<file path="config.mk">
export PLATFORM = sky130hd
export DESIGN_NAME = cpu_seq_ctrl
export DESIGN_NICKNAME = d
export VERILOG_FILES = /design/src/rtl/cpu_seq_ctrl.sv
export SDC_FILE = /design/constraint.sdc
export NUM_CORES = 1
export LEC_CHECK = 0
export CORE_ASPECT_RATIO = 1.4
export CORE_UTILIZATION = 42
export CTS_CLUSTER_SIZE = 40
export DETAILED_ROUTE_END_ITERATION = 6
export HOLD_SLACK_MARGIN = 0.05
export PLACE_DENSITY = 0.69
export SYNTH_ARGS = -nofsm -noshare
export SYNTH_HDL_FRONTEND = slang
export SYNTH_SLANG_ARGS = --single-unit
</file>
<file path="constraint.sdc">
create_clock -name clk -period 3.8 [get_ports clk]
set_input_delay 0.57 -clock clk [delete_from_list [all_inputs] [get_ports clk]]
set_output_delay 0.57 -clock clk [all_outputs]
set_load 0.01 [all_outputs]
</file>
<file path="src/rtl/cpu_seq_ctrl.sv">
// cpu_seq_ctrl: multi-cycle fetch/decode/execute/memory/writeback sequencer for the 16-bit core.
// Define SEQ_PERF_CNT_EN to add the retired / stall_cycles performance counters.
module cpu_seq_ctrl #(
    parameter int MEM_TIMEOUT = 15,
    parameter int TMO_W       = 8
) (
    input  logic       clk,
    input  logic       rst,
    input  logic       run,
    input  logic       step,
    input  logic [3:0] opcode,
    input  logic       mem_ready,
    output logic       ir_load,
    output logic       pc_en,
    output logic       pc_sel,
    output logic       rt_sel,
    output logic       rd_sel,
    output logic       rf_wen,
    output logic       mem_req,
    output logic       ram_wen,
    output logic       busy,
    output logic       halted,
    output logic       mem_err,
    output logic [2:0] state
`ifdef SEQ_PERF_CNT_EN
    ,
    output logic [15:0] retired,
    output logic [15:0] stall_cycles
`endif
);
    typedef enum logic [2:0] {
        IDLE = 3'd0, FETCH = 3'd1, DECODE = 3'd2, EXEC = 3'd3,
        MEM = 3'd4, WB = 3'd5, HALT = 3'd6, ILL = 3'd7
    } state_e;

    state_e           state_q, state_d, eoi;
    logic [3:0]       op_q, op_d;
    logic [TMO_W-1:0] cnt_q, cnt_d;
    logic             err_q, err_d;
    logic             is_r, is_addi, is_jmp, is_lw, is_sw, is_nop, tmo;

    assign is_r    = !op_q[3];
    assign is_addi = op_q == 4'h8;
    assign is_jmp  = op_q == 4'h9;
    assign is_lw   = op_q == 4'hA;
    assign is_sw   = op_q == 4'hB;
    assign is_nop  = op_q >= 4'hC && op_q != 4'hF;
    assign eoi     = run ? FETCH : IDLE;
    // Timeout fires on the MEM cycle after MEM_TIMEOUT ready-less cycles; mem_req is already dropped then
    assign tmo     = (MEM_TIMEOUT != 0) && (cnt_q == TMO_W'(MEM_TIMEOUT));

    always_comb begin
        state_d = state_q;
        op_d    = op_q;
        cnt_d   = '0;
        err_d   = err_q;
        ir_load = 1'b0;
        pc_en   = 1'b0;
        pc_sel  = 1'b0;
        rt_sel  = 1'b0;
        rd_sel  = 1'b0;
        rf_wen  = 1'b0;
        mem_req = 1'b0;
        ram_wen = 1'b0;
        case (state_q)
            IDLE:   state_d = (run || step) ? FETCH : IDLE;
            FETCH: begin
                ir_load = 1'b1;
                state_d = DECODE;
            end
            DECODE: begin
                op_d    = opcode;
                state_d = (opcode == 4'hF) ? HALT : EXEC;
            end
            EXEC: begin
                rt_sel  = is_addi || is_lw || is_sw;
                pc_en   = is_jmp || is_nop;
                pc_sel  = is_jmp;
                state_d = (is_r || is_addi) ? WB : (is_lw || is_sw) ? MEM : eoi;
            end
            MEM: begin
                rd_sel  = is_lw;
                mem_req = !tmo;
                ram_wen = is_sw && !tmo;
                pc_en   = is_sw && mem_ready && !tmo;
                cnt_d   = cnt_q + {{(TMO_W-1){1'b0}}, !mem_ready};
                if (tmo) begin
                    err_d   = 1'b1;
                    state_d = HALT;
                end else if (mem_ready) begin
                    state_d = is_lw ? WB : eoi;
                end
            end
            WB: begin
                rf_wen  = 1'b1;
                pc_en   = 1'b1;
                rd_sel  = is_lw;
                state_d = eoi;
            end
            default: state_d = HALT;
        endcase
    end

    always_ff @(posedge clk or posedge rst) begin
        if (rst) begin
            state_q <= IDLE;
            op_q    <= '0;
            cnt_q   <= '0;
            err_q   <= 1'b0;
        end else begin
            state_q <= state_d;
            op_q    <= op_d;
            cnt_q   <= cnt_d;
            err_q   <= err_d;
        end
    end

    assign busy    = state_q != IDLE && state_q != HALT;
    assign halted  = state_q == HALT;
    assign mem_err = err_q;
    assign state   = state_q;

`ifdef SEQ_PERF_CNT_EN
    logic [15:0] ret_q, stall_q;

    always_ff @(posedge clk or posedge rst) begin
        if (rst) begin
            ret_q   <= '0;
            stall_q <= '0;
        end else begin
            ret_q   <= ret_q + {15'd0, pc_en};
            stall_q <= stall_q + {15'd0, state_q == MEM && !mem_ready};
        end
    end

    assign retired      = ret_q;
    assign stall_cycles = stall_q;
`endif
endmodule

</file>
# --- Word-level counts from Yosys, hierarchy flattened ---
# Index checks and enable logic that the tools add are counted.
op_classes:
  n_addsub: 1
  n_lt_le_gt_ge: 1
  n_eq_ne: 15
  n_mux: 18
  reduce_logical: 18
op_table:
  columns: ["op", "n"]
  rows:
  - ["== test 4 bit, second input constant", 5]
  - ["two-way mux 3 bit", 6]
  - ["one-hot mux 3 bit (6 select lines)", 1]
  - ["== test 3 bit, second input constant", 3]
  - ["two-way mux 1 bit", 9]
  - ["adder 8 x 1 -> 8 bit", 1]
  - ["== test 8 x 4 -> 1 bit, second input constant", 1]
  - ["two-way mux 8 bit", 1]
  - ["== test 3 x 2 -> 1 bit, second input constant", 2]
  - ["logical OR 1 bit", 6]
  - ["inequality test 3 bit, second input constant", 2]
  - ["logical AND 1 bit", 5]
  - ["greater-or-equal comparator 4 bit, second input constant", 1]
  - ["inequality test 4 bit, second input constant", 1]
  - ["== test 3 x 1 -> 1 bit, second input constant", 1]
  - ["zero test 1 bit", 3]
  - ["zero test 3 bit", 1]
  - ["one-hot mux 1 bit (3 select lines)", 1]
  - ["nonzero test 3 bit", 1]
  - ["AND reduction 2 bit", 1]
  - ["OR reduction 2 bit", 1]
totals:
  ff_bits: 16
  word_cells: 57

# --- Logic depth before layout (Yosys ltp) ---
# Gate-level depths: netlist of the first run.
depth:
  depth_word: 5
  ltp_mapped: 6
  ltp_nobuf: 6

# --- Worst setup path after synthesis of the first run ---
# Ideal clock, no wire load.
synth_timing:
  path_kind: "reg2out"
  startpoint: "register state_q[0], in the netlist state[0]"
  endpoint: "output pc_en"
  t_arrival_ps: 1330
  slack_ps: 1900
  stages_incl_launch_ff: 6
  n_path_buf: 1
  cell_sequence: "dfrtp_1 buf_6 inv_1 nand3_4 nor2_1 a41o_1"
synth_via:
  elab_chain_len: 2
  elab_cells_between_ends: 4
  classes_between: "eq/ne: 3; mux: 1"
synth_rtl:
  columns: ["element", "line", "text"]
  rows:
  - ["start: declaration", "36", "state_e state_q, state_d, eoi;"]
  - ["start signal: assignment", "111", "state_q <= state_d;"]
  - ["== test 3 bit or == test 3 x 2 -> 1 bit (tied branches)", "65", "case (state_q)"]
  - ["one-hot mux 1 bit (3 select lines) (*)", "65", null]
  - ["end: declaration", "14", "output logic pc_en,"]
# Every way passes the cells marked *; elsewhere a longest branch is shown, timed or not.

# --- Worst setup path after layout of the first run ---
layout_timing:
  startpoint: "register state_q[2], in the netlist state[2]"
  endpoint: "output pc_en"
# The elaborated chain is that of the path after synthesis.

==> impl_metrics.csv, run 1 <==
group,metric,value,unit
clock_tree,cts-root-buf,"clkbuf_4",
logic_synthesis,yosysWarningCount,0,
logic_synthesis,synthTopCellsByArea,"dfrtp_1 41%, nor2_1 6.6%, xor2_1 4.5%, mux2_2 3.5%, nand2_1 3.1%",
floorplanning,die_x,42.6,um
timing,layout_worst_path_cycle_share,72.5,%
critical_path,rrSetupSlack,2.15,ns
critical_path,crit_chain,"nand2b_1 -> a211o_1 -> a21oi_1 -> a41o_1 -> clkdlybuf4s50_1",
critical_path,path_buf_inv,1,
logic_synthesis,synth.distinct_cells,36,
routing,vias_per_cell,5.62,
clock_tree,cts_num_sinks,16,
clock_tree,holdBufCountCts,0,
timing,rsz0062_at_grt,"no",
timing,slew_headroom,61.5,%
critical_path,crit_fanout,12,
timing,final-hold-violation-count,0,
timing,max_freq,363,MHz
routing,drcViolationCount,0,
job,cap_violations,0,
power,leakage,0.540,nW
logic_synthesis,synth_commonest_cells,"17 x nor2_1, 16 x dfrtp_1, 8 x nand2_1, 5 x inv_1, 5 x xor2_1",
routing,vias,815,
final_layout,finalNetCount,135,
timing,fin_crit,2.76,ns
final_layout,post-route-util,56.0,%
floorplanning,fp.dieH,58.8,um
final_layout,drive_above_1_share,11.4,%
critical_path,critPathKind,"register to output pin",
routing,routed_wirelength,2.10,mm
logic_synthesis,ys_seq_elements,16,
clock_tree,postCtsResizedCells,0,
logic_synthesis,synth_cells,101,
floorplanning,fp.coreArea,0.00218,sq mm
global_route,grt_overflow,0,
logic_synthesis,synth_top_area_cell,"dfrtp_1",
critical_path,cp.required,3.23,ns
timing,finalSetupTns,0,ns
clock_tree,path_clk_slew,0.09,ns
logic_synthesis,synth_most_common_cell,"nor2_1",
critical_path,critPathMaxStageDelay,0.53,ns
logic_synthesis,ys.flop_type,"dfrtp_1",
critical_path,crit_family,"compound AO/OA/AOI/OAI gates",
floorplanning,num_rows,20,
final_layout,n_antenna_cell,0,
global_route,grt_first_pass_wirelength,3.62,mm
logic_synthesis,synth_nets,112,
clock_tree,clk_latency,0.28,ns
min_path,hold_class,"register to register",
global_route,antenna_found_initial,0,
logic_synthesis,syn_area_per_cell,9.58,sq um
logic_synthesis,synth_area,967,sq um
timing,slew_violations,0,
global_route,grt_max_degree,17,
logic_synthesis,synth_top_area_share,41.4,%
clock_tree,cts_max_path_buffers,2,
clock_tree,cts_buffers,3,
placement,portBuffers,22,
clock_tree,cts_setup_buffers,0,
routing,ant_nets,0,
floorplanning,dieArea,0.00250,sq mm
timing,skew,0.00161,ns
logic_synthesis,synthArstFlopShare,100,%
final_layout,fillers,184,
timing,tightest_slew,0.577,ns
floorplanning,ios,23,
clock_tree,htreeDepth,1,
run_status,status,"complete, no violations",
floorplanning,start_util,44.4,%
clock_tree,cts_tree,"yes",
global_route,grt_usage,19.4,%
critical_path,cp-end-kind,"output pin",
placement,dpl.hpwl,1.63,mm
power,power_density,649,mW/mm^2
timing,setup_viol,0,
critical_path,cp_slowest_cell,"dfrtp_1",
critical_path,arrival,2.19,ns
final_layout,area_delta_synth_final,26.0,%
logic_synthesis,synth_edf_count,0,
power,peakVddDrop,0.000297,V
critical_path,cp-start-kind,"register",
power,p_total,0.000791,W
logic_synthesis,ys_seq_area_share,41.4,%
placement,place_congestion,0.796,
routing,drtIter0Drc,11,
routing,dr.pass1.iters,4,
global_route,grt_pass1_vias,852,
routing,routedWlPerCell,14.5,um
## logic make-up (layout without fill, tap and decap cells)
logic type | Yosys count | after routing | synth area share [%]
flip-flops | 16 | 16 | 41.4
XOR/XNOR | 6 | 6 | 5.43
buffers and inverters | 9 | 31 | 5.30
AND/OR/NAND/NOR | 52 | 52 | 29.9
multiplexers | 3 | 3 | 3.49
adder cells (fa/ha/maj) | 2 | 2 | 2.59
AO/OA/AOI/OAI | 13 | 13 | 11.9
## power breakdown
group / switching (W) / internal [W]
sequential: 0.0000849 / 0.000211
clock: 0.0000510 / 0.0000584
combinational: 0.000180 / 0.000205
total: 0.000316 / 0.000475
## metrics by stage
step,cell area (sq um),hold WS [ns],setup WS (ns),std cells
finish,1220,0.480,1.04,145
global route,1220,0.500,0.903,145
CTS,1220,0.485,1.02,145
detailed placement,1180,0.464,1.34,141
global placement,1180,0.472,1.32,141
floorplan,967,0.484,1.90,101
## area by class of cell
cell class	instances	area, sq um	share of cell area, %
Multi-Input combinational cell	76	515	42.3
Sequential cell	16	400	32.9
Timing Repair Buffer	22	220	18.1
Clock buffer	4	36.3	2.98
Tap cell	22	27.5	2.26
Inverter	5	18.8	1.54
## placed cells by master, fill, tap and decap left out, types with 2 or more instances in the layout
cell,n
nor4_1,3
nand4_1,2
o311a_1,2
a41o_1,2
ha_1,2
nand3_1,3
nand2_1,8
dfrtp_1,16
and3_1,3
nor2_1,17
xor2_1,5
a21o_2,2
a211o_1,2
and2_1,2
clkdlybuf4s50_1,22
mux2_2,3
nor3_1,2
inv_1,5
clkbuf_4,3
nand2b_1,3
## layer usage
layer	track usage [%]	vias to the layer above	part of all wire (%)
met5	0	-	0
met4	10.7	0	2.2
met3	1.53	7	2.6
met2	38.0	23	56
met1	19.6	379	39
li1	-	406	-
## flip-flops by register name (all words and copies together), names as in the netlist
register,flops
state,3
cnt_q,8
op_q,4
mem_err,1
## final timing paths
path | from | to | depth (start not counted)
max reg2reg | state[0] | state[0] | 4
min reg2reg | mem_err | mem_err | 1
max | state[2] | pc_en | 5
max in group asynchronous | rst | cnt_q[2] | 2
min in group asynchronous | rst | op_q[0] | 2
min | mem_err | mem_err | 1
Note: power is estimated with default switching activity, not from simulation.
==> run 2: changes to the inputs <==
--- a/config.mk
+++ b/config.mk
@@ -10,7 +10,7 @@
 export CTS_CLUSTER_SIZE = 40
 export DETAILED_ROUTE_END_ITERATION = 6
 export HOLD_SLACK_MARGIN = 0.05
-export PLACE_DENSITY = 0.69
+export PLACE_DENSITY = 0.72
 export SYNTH_ARGS = -nofsm -noshare
 export SYNTH_HDL_FRONTEND = slang
 export SYNTH_SLANG_ARGS = --single-unit
==> constraint.sdc (replaced) <==
create_clock -name clk -period 2.2 [get_ports clk]
set_input_delay 0.33 -clock clk [delete_from_list [all_inputs] [get_ports clk]]
set_output_delay 0.33 -clock clk [all_outputs]
set_load 0.01 [all_outputs]
==> run 2 against run 1 <==
Against the previous run: count of clock-buffer cells in the layout did not move; combinational power rose by 120%; clock skew rose by 0.0024 ns; worst setup slack worse by 0.94 ns; core utilization rose by 3.7 points; hold slack got worse by 0.070 ns; global-route usage grew 0.11 points; register-to-register slack worse by 1.6 ns; die area unchanged; final cell count rose by 5.5%.
==> impl_metrics.csv, run 2 (synthesis gave the netlist of run 1 again) <==
group,metric,value,unit
timing,timing.hold.ws,0.410,ns
run_status,status,"complete, no violations",
clock_tree,cts_num_sinks,16,
final_layout,final_cell_mix,"19 x clkdlybuf4s50_1, 16 x nor2_1, 15 x dfrtp_1, 8 x buf_4, 7 x nand2_1",
timing,skew,0.00399,ns
timing,finalSetupTns,0,ns
critical_path,cp-start-kind,"register",
final_layout,area_delta_synth_final,34.3,%
critical_path,crit_fanout,4,
floorplanning,num_rows,20,
timing,final-hold-violation-count,0,
timing,tightest_slew,0.630,ns
clock_tree,cts_max_path_buffers,2,
timing,fin_crit,2.09,ns
clock_tree,path_clk_slew,0.09,ns
final_layout,fillers,187,
routing,drcViolationCount,0,
global_route,grt_pass1_vias,813,
critical_path,cp_slowest_cell,"clkdlybuf4s50_1",
clock_tree,cts-root-buf,"clkbuf_4",
final_layout,largest_register,"cnt_q",
clock_tree,holdBufCountCts,0,
power,leakage,0.613,nW
routing,dr.pass1.iters,4,
clock_tree,htreeDepth,1,
critical_path,crit_chain,"nor4b_2 -> and4b_1 -> nor2_2 -> clkdlybuf4s50_1",
routing,routedWlPerCell,14.5,um
power,seq_power_share,29.2,%
timing,max_freq,478,MHz
floorplanning,dieArea,0.00250,sq mm
floorplanning,start_util,44.4,%
clock_tree,cts_buffers,3,
critical_path,critPathKind,"register to output pin",
floorplanning,ios,23,
routing,routed_wirelength,2.22,mm
global_route,grt_max_degree,17,
power,p_total,0.00148,W
timing,layout_worst_path_cycle_share,95.1,%
final_layout,drive_above_1_share,21.4,%
critical_path,arrival,1.76,ns
clock_tree,cts_tree,"yes",
placement,dpl.hpwl,1.70,mm
final_layout,largest_register_ffs,8,
power,power_density,1140,mW/mm^2
critical_path,rrSetupSlack,0.56,ns
power,internal_power,0.000891,W
power,power_frac_comb,57.7,%
critical_path,critPathMaxStageDelay,0.55,ns
global_route,antenna_found_initial,0,
floorplanning,die_x,42.6,um
power,clockPowerShare,13.2,%
power,peakVddDrop,0.000451,V
min_path,hold_class,"primary input to async pin",
final_layout,layout_commonest_cell,"clkdlybuf4s50_1",
routing,vias,842,
floorplanning,fp.dieH,58.8,um
placement,portBuffers,22,
global_route,grt_overflow,0,
clock_tree,clk_latency,0.29,ns
timing,setup_viol,0,
final_layout,finalNetCount,143,
final_layout,regArea,402,sq um
critical_path,cp-end-kind,"output pin",
timing,rsz0062_at_grt,"no",
routing,drtIter0Drc,16,
routing,vias_per_cell,5.50,
timing,slew_headroom,58.0,%
final_layout,multi_input_area,534,sq um
timing,slew_violations,0,
power,p_sw,0.000592,W
critical_path,cp.required,1.87,ns
power,switching_share,39.9,%
global_route,grt_usage,19.5,%
job,cap_violations,0,
final_layout,n_antenna_cell,0,
floorplanning,fp.coreArea,0.00218,sq mm
placement,place_congestion,0.827,
routing,ant_nets,0,
global_route,grt_first_pass_wirelength,3.68,mm
final_layout,post-route-util,59.7,%
## run 2: power by group through the flow
stage | registers, W | clock network, W | logic, W
floorplan | 0.000444 | 0 | 0.000502
global placement | 0.000445 | 0 | 0.000793
detailed placement | 0.000448 | 0 | 0.000804
CTS | 0.000433 | 0.000198 | 0.000851
global route | 0.000446 | 0.000211 | 0.000923
finish | 0.000433 | 0.000195 | 0.000855
## run 2: final timing paths
| check | depth (start not counted) | start | end |
|---|---|---|---|
| setup / recovery | 4 | cnt_q[1] | mem_req |
| hold / removal | 2 | rst | cnt_q[4] |
| setup reg to reg | 5 | cnt_q[1] | state[0] |
| hold reg to reg | 1 | mem_err | mem_err |
| max in group asynchronous | 2 | rst | state[1] |
| min in group clk | 1 | mem_err | mem_err |
## run 2: layer usage
layer / up-vias / global-route usage, % / routed length (um)
met1: 395 / 22.7 / 954
met2: 21 / 35.6 / 1150
met5: - / 0 / 0
met3: 6 / 2.15 / 52
li1: 420 / - / -
met4: 0 / 8.48 / 56
## run 2: cell type report
class / count / share of cell area, %
Multi-Input combinational cell: 76 / 41.1
Sequential cell: 16 / 30.9
Timing Repair Buffer: 30 / 21.6
Clock buffer: 4 / 2.79
Tap cell: 22 / 2.12
Inverter: 5 / 1.45
## run 2: through the flow
step           cell area, sq um  instances  setup WS (ns)
6_report                   1300        153          0.108
5_1_grt                    1300        153        0.00444
4_1_cts                    1290        153         0.0348
3_5_place_dp               1220        146          0.120
3_3_place_gp               1220        146          0.184
2_1_floorplan               967        101          0.540
## run 2: timing repair
item                                   CTS  global route
setup endpoints to repair                4             2
pin swaps                                1             0
endpoints found under the hold margin    0             0
setup buffers                            3             0
gates resized for setup                  7             2
## run 2: worst max-delay path: cells and delay by family (launching register included)
kind | cells | cell delay, ns
and+or+nand+nor | 3 | 0.49
DFF | 1 | 0.43
buffers and inverters | 1 | 0.55
